$ cat src/rtl/pixel_stream_formatter.sv
`default_nettype none
// ============================================================================
// Module  : pixel_stream_formatter
// Brief   : Thresholds 8-bit pixels into a ping-pong bit buffer and replays
//           each completed frame as a contiguous serial burst.
// Revision: 1.0 - initial release
// ============================================================================
module pixel_stream_formatter #(
  parameter int PIXEL_COUNT = 784,
  parameter int PIXEL_WIDTH = 8,
  parameter int THRESHOLD   = 128
) (
  input  logic                   clk,
  input  logic                   resetN,
  input  logic [PIXEL_WIDTH-1:0] pixelIn,
  input  logic                   pixelValid,
  input  logic                   pixelFirst,
  output logic                   pixelReady,
  input  logic                   readyForInputs,
  output logic                   inputsInbound,
  output logic                   pixelValue,
  output logic                   syncError,
  output logic [15:0]            framesSent
);

  localparam int IDX_W = 10;
  localparam logic [IDX_W-1:0] LAST_IDX = IDX_W'(PIXEL_COUNT - 1);
  localparam logic [IDX_W-1:0] END_IDX  = IDX_W'(PIXEL_COUNT);

  localparam logic [1:0] S_IDLE   = 2'd0;
  localparam logic [1:0] S_STREAM = 2'd1;
  localparam logic [1:0] S_GAP    = 2'd2;

  logic [PIXEL_COUNT-1:0] buf0_q, buf0_d;
  logic [PIXEL_COUNT-1:0] buf1_q, buf1_d;
  logic [1:0]             full_q, full_d;
  logic [1:0]             full_set, full_clr;
  logic                   fill_sel_q, fill_sel_d;
  logic                   drain_sel_q, drain_sel_d;
  logic [IDX_W-1:0]       fill_idx_q, fill_idx_d;
  logic [IDX_W-1:0]       drain_idx_q, drain_idx_d;
  logic [1:0]             state_q, state_d;
  logic                   inbound_q, inbound_d;
  logic                   value_q, value_d;
  logic                   sync_error_q, sync_error_d;
  logic [15:0]            frames_sent_q, frames_sent_d;

  logic                   pixel_ready;
  logic                   accept;
  logic                   pixel_bit;
  logic [IDX_W-1:0]       wr_idx;
  logic [IDX_W-1:0]       rd_idx;
  logic                   rd_bit;

  assign pixel_ready = !full_q[fill_sel_q];
  assign accept      = pixelValid && pixel_ready;
  assign pixel_bit   = (pixelIn >= PIXEL_WIDTH'(THRESHOLD));

  // A pixelFirst always restarts the frame at index 0, discarding any partial.
  always_comb begin
    wr_idx       = pixelFirst ? '0 : fill_idx_q;
    buf0_d       = buf0_q;
    buf1_d       = buf1_q;
    fill_idx_d   = fill_idx_q;
    fill_sel_d   = fill_sel_q;
    full_set     = 2'b00;
    sync_error_d = 1'b0;
    if (accept) begin
      if (fill_sel_q) buf1_d[wr_idx] = pixel_bit;
      else            buf0_d[wr_idx] = pixel_bit;
      sync_error_d = pixelFirst && (fill_idx_q != '0);
      if (wr_idx == LAST_IDX) begin
        full_set[fill_sel_q] = 1'b1;
        fill_sel_d           = !fill_sel_q;
        fill_idx_d           = '0;
      end else begin
        fill_idx_d = wr_idx + 1'b1;
      end
    end
  end

  // drain_idx reaches END_IDX once the last bit is on the wire; clamp the read.
  always_comb begin
    rd_idx = ((state_q == S_STREAM) && (drain_idx_q != END_IDX)) ? drain_idx_q : '0;
    rd_bit = drain_sel_q ? buf1_q[rd_idx] : buf0_q[rd_idx];
  end

  always_comb begin
    state_d       = state_q;
    drain_idx_d   = drain_idx_q;
    drain_sel_d   = drain_sel_q;
    inbound_d     = inbound_q;
    value_d       = value_q;
    frames_sent_d = frames_sent_q;
    full_clr      = 2'b00;
    case (state_q)
      S_IDLE: begin
        if (full_q[drain_sel_q] && readyForInputs) begin
          state_d     = S_STREAM;
          inbound_d   = 1'b1;
          value_d     = rd_bit;
          drain_idx_d = 10'd1;
        end
      end
      S_STREAM: begin
        if (drain_idx_q == END_IDX) begin
          state_d               = S_GAP;
          inbound_d             = 1'b0;
          value_d               = 1'b0;
          drain_idx_d           = '0;
          full_clr[drain_sel_q] = 1'b1;
          drain_sel_d           = !drain_sel_q;
          frames_sent_d         = frames_sent_q + 16'd1;
        end else begin
          value_d     = rd_bit;
          drain_idx_d = drain_idx_q + 1'b1;
        end
      end
      S_GAP:   state_d = S_IDLE;
      default: state_d = S_IDLE;
    endcase
  end

  assign full_d = (full_q & ~full_clr) | full_set;

  always_ff @(posedge clk or negedge resetN) begin
    if (!resetN) begin
      full_q        <= 2'b00;
      fill_sel_q    <= 1'b0;
      drain_sel_q   <= 1'b0;
      fill_idx_q    <= '0;
      drain_idx_q   <= '0;
      state_q       <= S_IDLE;
      inbound_q     <= 1'b0;
      value_q       <= 1'b0;
      sync_error_q  <= 1'b0;
      frames_sent_q <= 16'd0;
    end else begin
      full_q        <= full_d;
      fill_sel_q    <= fill_sel_d;
      drain_sel_q   <= drain_sel_d;
      fill_idx_q    <= fill_idx_d;
      drain_idx_q   <= drain_idx_d;
      state_q       <= state_d;
      inbound_q     <= inbound_d;
      value_q       <= value_d;
      sync_error_q  <= sync_error_d;
      frames_sent_q <= frames_sent_d;
    end
  end

  // Frame storage carries no reset; validity is tracked by full_q alone.
  always_ff @(posedge clk) begin
    buf0_q <= buf0_d;
    buf1_q <= buf1_d;
  end

  assign pixelReady    = pixel_ready;
  assign inputsInbound = inbound_q;
  assign pixelValue    = value_q;
  assign syncError     = sync_error_q;
  assign framesSent    = frames_sent_q;

endmodule
`default_nettype wire

$ cat config.mk
export PLATFORM = sky130hd
export DESIGN_NAME = pixel_stream_formatter
export DESIGN_NICKNAME = d
export VERILOG_FILES = /design/src/rtl/pixel_stream_formatter.sv
export SDC_FILE = /design/constraint.sdc
export NUM_CORES = 2
export LEC_CHECK = 0
export ABC_AREA = 1
export BUFFER_PORTS_ARGS = -buffer_cell sky130_fd_sc_hd__buf_4
export CAP_MARGIN = 40
export CORE_UTILIZATION = 25
export CTS_CLUSTER_SIZE = 8
export DETAILED_ROUTE_END_ITERATION = 8
export PLACE_DENSITY_LB_ADDON = 0.2
export SETUP_SLACK_MARGIN = 0.5
export SLEW_MARGIN = 0
export SYNTH_ARGS = -nofsm -noshare
export SYNTH_HDL_FRONTEND = slang
export SYNTH_SLANG_ARGS = --single-unit
$ cat constraint.sdc
create_clock -name clk -period 6.4 [get_ports clk]
set_input_delay 0 -clock clk [delete_from_list [all_inputs] [get_ports clk]]
set_output_delay 0 -clock clk [all_outputs]
set_load 0.02 [all_outputs]
== Word level (Yosys, flattened, before mapping) ==
Index checks and enable logic that the tools add are counted.
Storage, ports and cells
  flip-flop bits (word level): 1613
  output and inout port bits: 20
  input port bits: 13
Operators by class
  $add $sub $neg: 3
  equal/unequal tests: 6
  muxes and demuxes: 37
  order comparisons: 8
  bitwise operators: 4
  reductions and logical operators: 20
Operators by type and width (count)
  bitwise mux 784 bit: 2
  2-to-1 mux 10 bit: 5
  less-than comparator 10 x 11 -> 1 bit (second input constant): 2
  adder 10 x 1 -> 10 bit (second input constant): 2
  binary-select mux 1 bit (select 10 bit): 2
  equality test 10 bit (second input constant): 2
  case mux 10 bit (2 select lines): 1
  adder 16 x 1 -> 16 bit (second input constant): 1
  2-to-1 mux 1 bit: 15
  2-to-1 mux 2 bit: 6
  AND reduction 2 bit: 6
  demux 1 bit (select 10 bit): 1
  >= comparator 10 x 1 -> 1 bit (second input constant): 1
  inequality test 10 bit (second input constant): 1
  nonzero test 10 bit: 1
  >= comparator 8 bit (second input constant): 1
  logical AND 1 bit: 7
  less-than comparator 1 x 2 -> 1 bit (second input constant): 2
  case mux 1 bit (2 select lines): 2
  case mux 2 bit (2 select lines): 1
  logical NOT 1 bit: 3
  AND reduction 3 bit: 1
  bitwise AND 2 bit: 1
  demux 1 bit (select 1 bit): 2
  other kinds (9): 10

== Longest topological paths before layout ==
  depth after elaboration: 9
  mapped depth: 22
  gate-level depth less buffers: 19

== Worst setup path before layout ==
OpenSTA, ideal clock, no wires.
  path kind: input to register
  from: input port pixelIn[7]
  to: register buf0_q[0], data pin
  stages: 1
  path slack: -21.979 ns
  arrival time: 23.201 ns
  required time: 1.223 ns
  setup time: 5.177 ns
  path through: clkbuf_1
Between the ends
  cells in the longest elaborated chain, start to end: 2
RTL lines
  start: declaration: line 15  | input logic [PIXEL_WIDTH-1:0] pixelIn,
  >= comparator 8 bit: line 57  | assign pixel_bit = (pixelIn >= PIXEL_WIDTH'(THRESHOLD));
  bitwise mux 784 bit: line 70  | else buf0_d[wr_idx] = pixel_bit;
  end signal: assignment: line 154  | buf0_q <= buf0_d;
  end: declaration: line 34  | logic [PIXEL_COUNT-1:0] buf0_q, buf0_d;
Every way passes these cells.
A chain may end at the register's enable or synchronous reset.

== Worst setup path in the final report ==
  from: register drain_idx_q[1]
  to: register value_q (netlist: pixelValue)
Between the ends
  cells in the longest elaborated chain, start to end: 8
  elaborated cells between the ends (all ways): 12
  those cells by class: 2 x eq/ne; 9 x mux; 1 x reduce/logical
RTL lines
  start: declaration: line 41  | logic [IDX_W-1:0] drain_idx_q, drain_idx_d;
  start signal: assignment: line 143  | drain_idx_q <= drain_idx_d;
  inequality test 10 bit: line 84  | rd_idx = ((state_q == S_STREAM) && (drain_idx_q != END_IDX)) ? drain_idx_q : '0;
  logical AND 1 bit: line 84
  2-to-1 mux 10 bit: line 84
  binary-select mux 1 bit (select 10 bit): line 85  | rd_bit = drain_sel_q ? buf1_q[rd_idx] : buf0_q[rd_idx];
  2-to-1 mux 1 bit (implied by the code): line 85
  2-to-1 mux 1 bit: line 85
  2-to-1 mux 1 bit, on equally long branches: line 106, 98
  case mux 1 bit (2 select lines) (*): line 96  | case (state_q)
  end signal: assignment: line 146  | value_q <= value_d;
  end: declaration: line 44  | logic value_q, value_d;
Every way passes the cells marked *; elsewhere a longest branch is shown, timed or not. The select of a mux whose other input is x is not followed.

==> flow_summary.ini <==
[clock_network]
path_clk_slew_ns = 0.06
cts_hold_buf = 8
clock-root-buffer = clkbuf_16
ctsResizeCount = 0
cts_made_buffers = 220
cts_sinks = 1613
clock_latency_ns = 0.88
cts_tree = done
cts.path.max_buffers = 3
h-tree-depth = 4
postCtsSetupRepairBufs = 0

[timing]
setup_ws_ns = 1.59
fin_crit_ns = 4.81
worstMarginPinSlew_ns = 1.29
timing.fmax_mhz = 208
setup_tns_ns = 0
fin_crit_sh_pct = 75.2
rsz0062_at_grt = false
setup_viol = 0
slew-limit-headroom_pct = 14.2
final-hold-violation-count = 0
skew_ns = 0.0687
finalMaxSlewViolations = 0

[placed_design]
globalplace.congestion = 0.779
portBuffers = 25
pre_cts_ws_ns = 1.69
post-dp-hpwl_um = 129000
placed_cell_area_um2 = 79200

[floorplan]
num_rows = 200
initial_core_util_pct = 25.2
coreArea_um2 = 298000
fp.dieH_um = 550
io_pins = 33
die_w_um = 550
dieArea_um2 = 302000

[setup_path]
cp_max_fo = 156
start_kind = flop
slowest_delay_ns = 0.68
crit_type = flop to flop
crit_path_cell_trace = inv_1, ha_1, nand2_1, nor2_1, nand3_4, nand2_8, inv_8, buf_12, nand2_1, nand3_1, nand3_1, nand3_1, nand3_1, nand3_1, nand3_1, nand3_1, nand3_1, nand3_1, nand3_1, nand3_1
critPathRequiredTime_ns = 7.20
end_kind = flop
critPathArrivalTime_ns = 5.62
cp_common_cell = nand3_1
critPathSlowestCell = inv_8

[logic_synthesis]
synth_top_area_share_pct = 62.8
synth_top_cell_by_area = edfxtp_1
syn_inst = 7478
synth_cell_types = 35
synth-async-reset-ratio_pct = 2.79
synth_area_um2 = 75000
synth_fp_nets = 7498
avgSynthCellArea_um2 = 10.0
yosysWarnings = 0
synth_area_leaders = edfxtp_1, nand3_1, nor3_1
ys.flop_type = edfxtp_1
synth_edf_count = 1568
ys_seq_area_share_pct = 64.3
ys_ff_latch = 1613

[grt]
grt_pass1_wl_um = 389000
grt_max_degree = 256
grt_pass1_vias = 55574
overflow = 0
track_usage_pct = 17.2
antenna_found_initial = 7

[detailed_routing]
drtIter0Drc = 5266
totalWireLength_um = 263000
wire_per_inst_um = 23.8
vias = 57237
drt-vias-per-instance = 5.17
ant_nets = 0
drt_first_pass_iters = 5
drc = 0

[power]
seq_power_share_pct = 36.2
p_comb_share_pct = 30.6
irDropWorstVdd_v = 0.000305
p_switching_mw = 11.9
p_sw_share_pct = 36.9
leakage_nw = 26.8
p_int_mw = 20.3
power_frac_clock_pct = 33.2
p_per_area_nw_per_um2 = 377

[outcome]
status = completed

[finish]
drive_gt1_share_pct = 7.29
syn_to_final_growth_pct = 13.8
finish.net_count = 7092
fin_area_um2 = 85300

[flow_run]
drv_cap = 0

[worst_hold_path]
hold_path.class = input pin to async pin
## metrics by stage
stage	instances	hold slack (ns)	power [mW]	util (%)
floorplan	7478	-0.296	17.8	-
global placement	10752	0.0932	21.7	26.4
detailed placement	10781	0.0960	21.8	26.6
CTS	11063	0.137	32.5	28.7
global route	11064	0.213	33.6	28.7
finish	11065	0.202	32.2	28.7
## layer usage
layer  GRT usage, %  vias up  share of wire, %
met5              0        -            0.0049
met2           28.6     1680                48
met3           2.16      371               5.3
met1           23.2    29232                44
li1               -    25952                 -
met4           5.10        2               2.7
## placed cells by master (no fill, tap or decap), drive strengths merged
cell	instances
o22ai	5
o21ai	20
nand4	5
or2	1
xnor2	6
nand2	1538
buf	203
nand3	1698
nor3	1566
edfxtp	1568
o211a	1
inv	70
nor3b	3
clkbuf	259
a221o	4
nor4	2
a31oi	9
ha	7
dfrtp	45
diode	2
clkinv	9
nor2	79
a21oi	5
a221oi	1
dlygate4sd3	7
o211ai	1
xor2	12
## critical path: cells and delay by family, from the launching register on
kind	cells	cell delay (ns)
fa+ha+maj	1	0.20
buf+inv	3	1.37
flops	1	0.40
simple gates	16	2.52
## cell usage after synthesis, drive strengths merged (5+ instances only)
| cell type | n |
|---|---|
| a31oi | 9 |
| dfrtp | 45 |
| a21oi | 5 |
| nor2 | 79 |
| o21ai | 20 |
| nand2 | 1538 |
| xor2 | 12 |
| xnor2 | 6 |
| clkbuf | 521 |
| nand4 | 5 |
| nor3 | 1566 |
| o22ai | 5 |
| inv | 64 |
| edfxtp | 1568 |
| ha | 7 |
| nand3 | 1698 |
| buf | 317 |
## registers in the layout (all words and copies together), names as in the netlist
| name | cells |
|---|---|
| drain_idx_q | 10 |
| buf0_q | 784 |
| fill_idx_q | 10 |
| pixelValue | 1 |
| buf1_q | 784 |
| fill_sel_q | 1 |
| full_q | 2 |
| drain_sel_q | 1 |
| state_q | 2 |
| framesSent | 16 |
| inputsInbound | 1 |
| syncError | 1 |
## power by group through the flow
stage / clock, mW / sequential (mW) / combinational (mW)
2_1_floorplan: 0 / 11.9 / 5.92
3_3_place_gp: 0 / 11.9 / 9.86
3_5_place_dp: 0 / 11.9 / 9.90
4_1_cts: 10.9 / 11.6 / 9.93
5_1_grt: 11.3 / 11.6 / 10.7
6_report: 10.7 / 11.7 / 9.85
## final timing paths
kind | from | endpoint | slack (ns) | cells past startpoint
min in group clk | pixelValid | fill_sel_q$_DFFE_PN0P_ | 0.21 | 5
max in group asynchronous | resetN | fill_idx_q[5]$_DFFE_PN0P_ | 5.94 | 4
worst max-delay path | drain_idx_q[1]$_DFFE_PN0P_ | pixelValue$_DFFE_PN0P_ | 1.59 | 20
worst min register to register | framesSent[15]$_DFFE_PN0P_ | framesSent[15]$_DFFE_PN0P_ | 0.47 | 1
worst max register to register | drain_idx_q[1]$_DFFE_PN0P_ | pixelValue$_DFFE_PN0P_ | 1.59 | 20
worst min-delay path | resetN | framesSent[6]$_DFFE_PN0P_ | 0.20 | 4
## final cells by class
cell class	count	area, µm²
antenna	2	5.00
clock inverter	15	269
fill	31010	212000
multi-input combinational	4963	23400
sequential	1613	48200
timing repair buffer	210	2530
clock buffer	259	5690
tap	3939	4930
inverter	64	260
## kinds of logic (layout without fill, tap and decap cells)
kind of cell,after synthesis,in the layout,share of synthesized area (%)
xor gates and xnor gates,18,18,0.210
buffers and inverters,902,548,4.95
adders and majority gates,7,7,0.117
DFF,1613,1613,64.3
other,0,2,0
and+or+nand+nor,4892,4892,30.1
AOI/OAI and AO/OA,46,46,0.372
(Power assumes the default switching activity.)
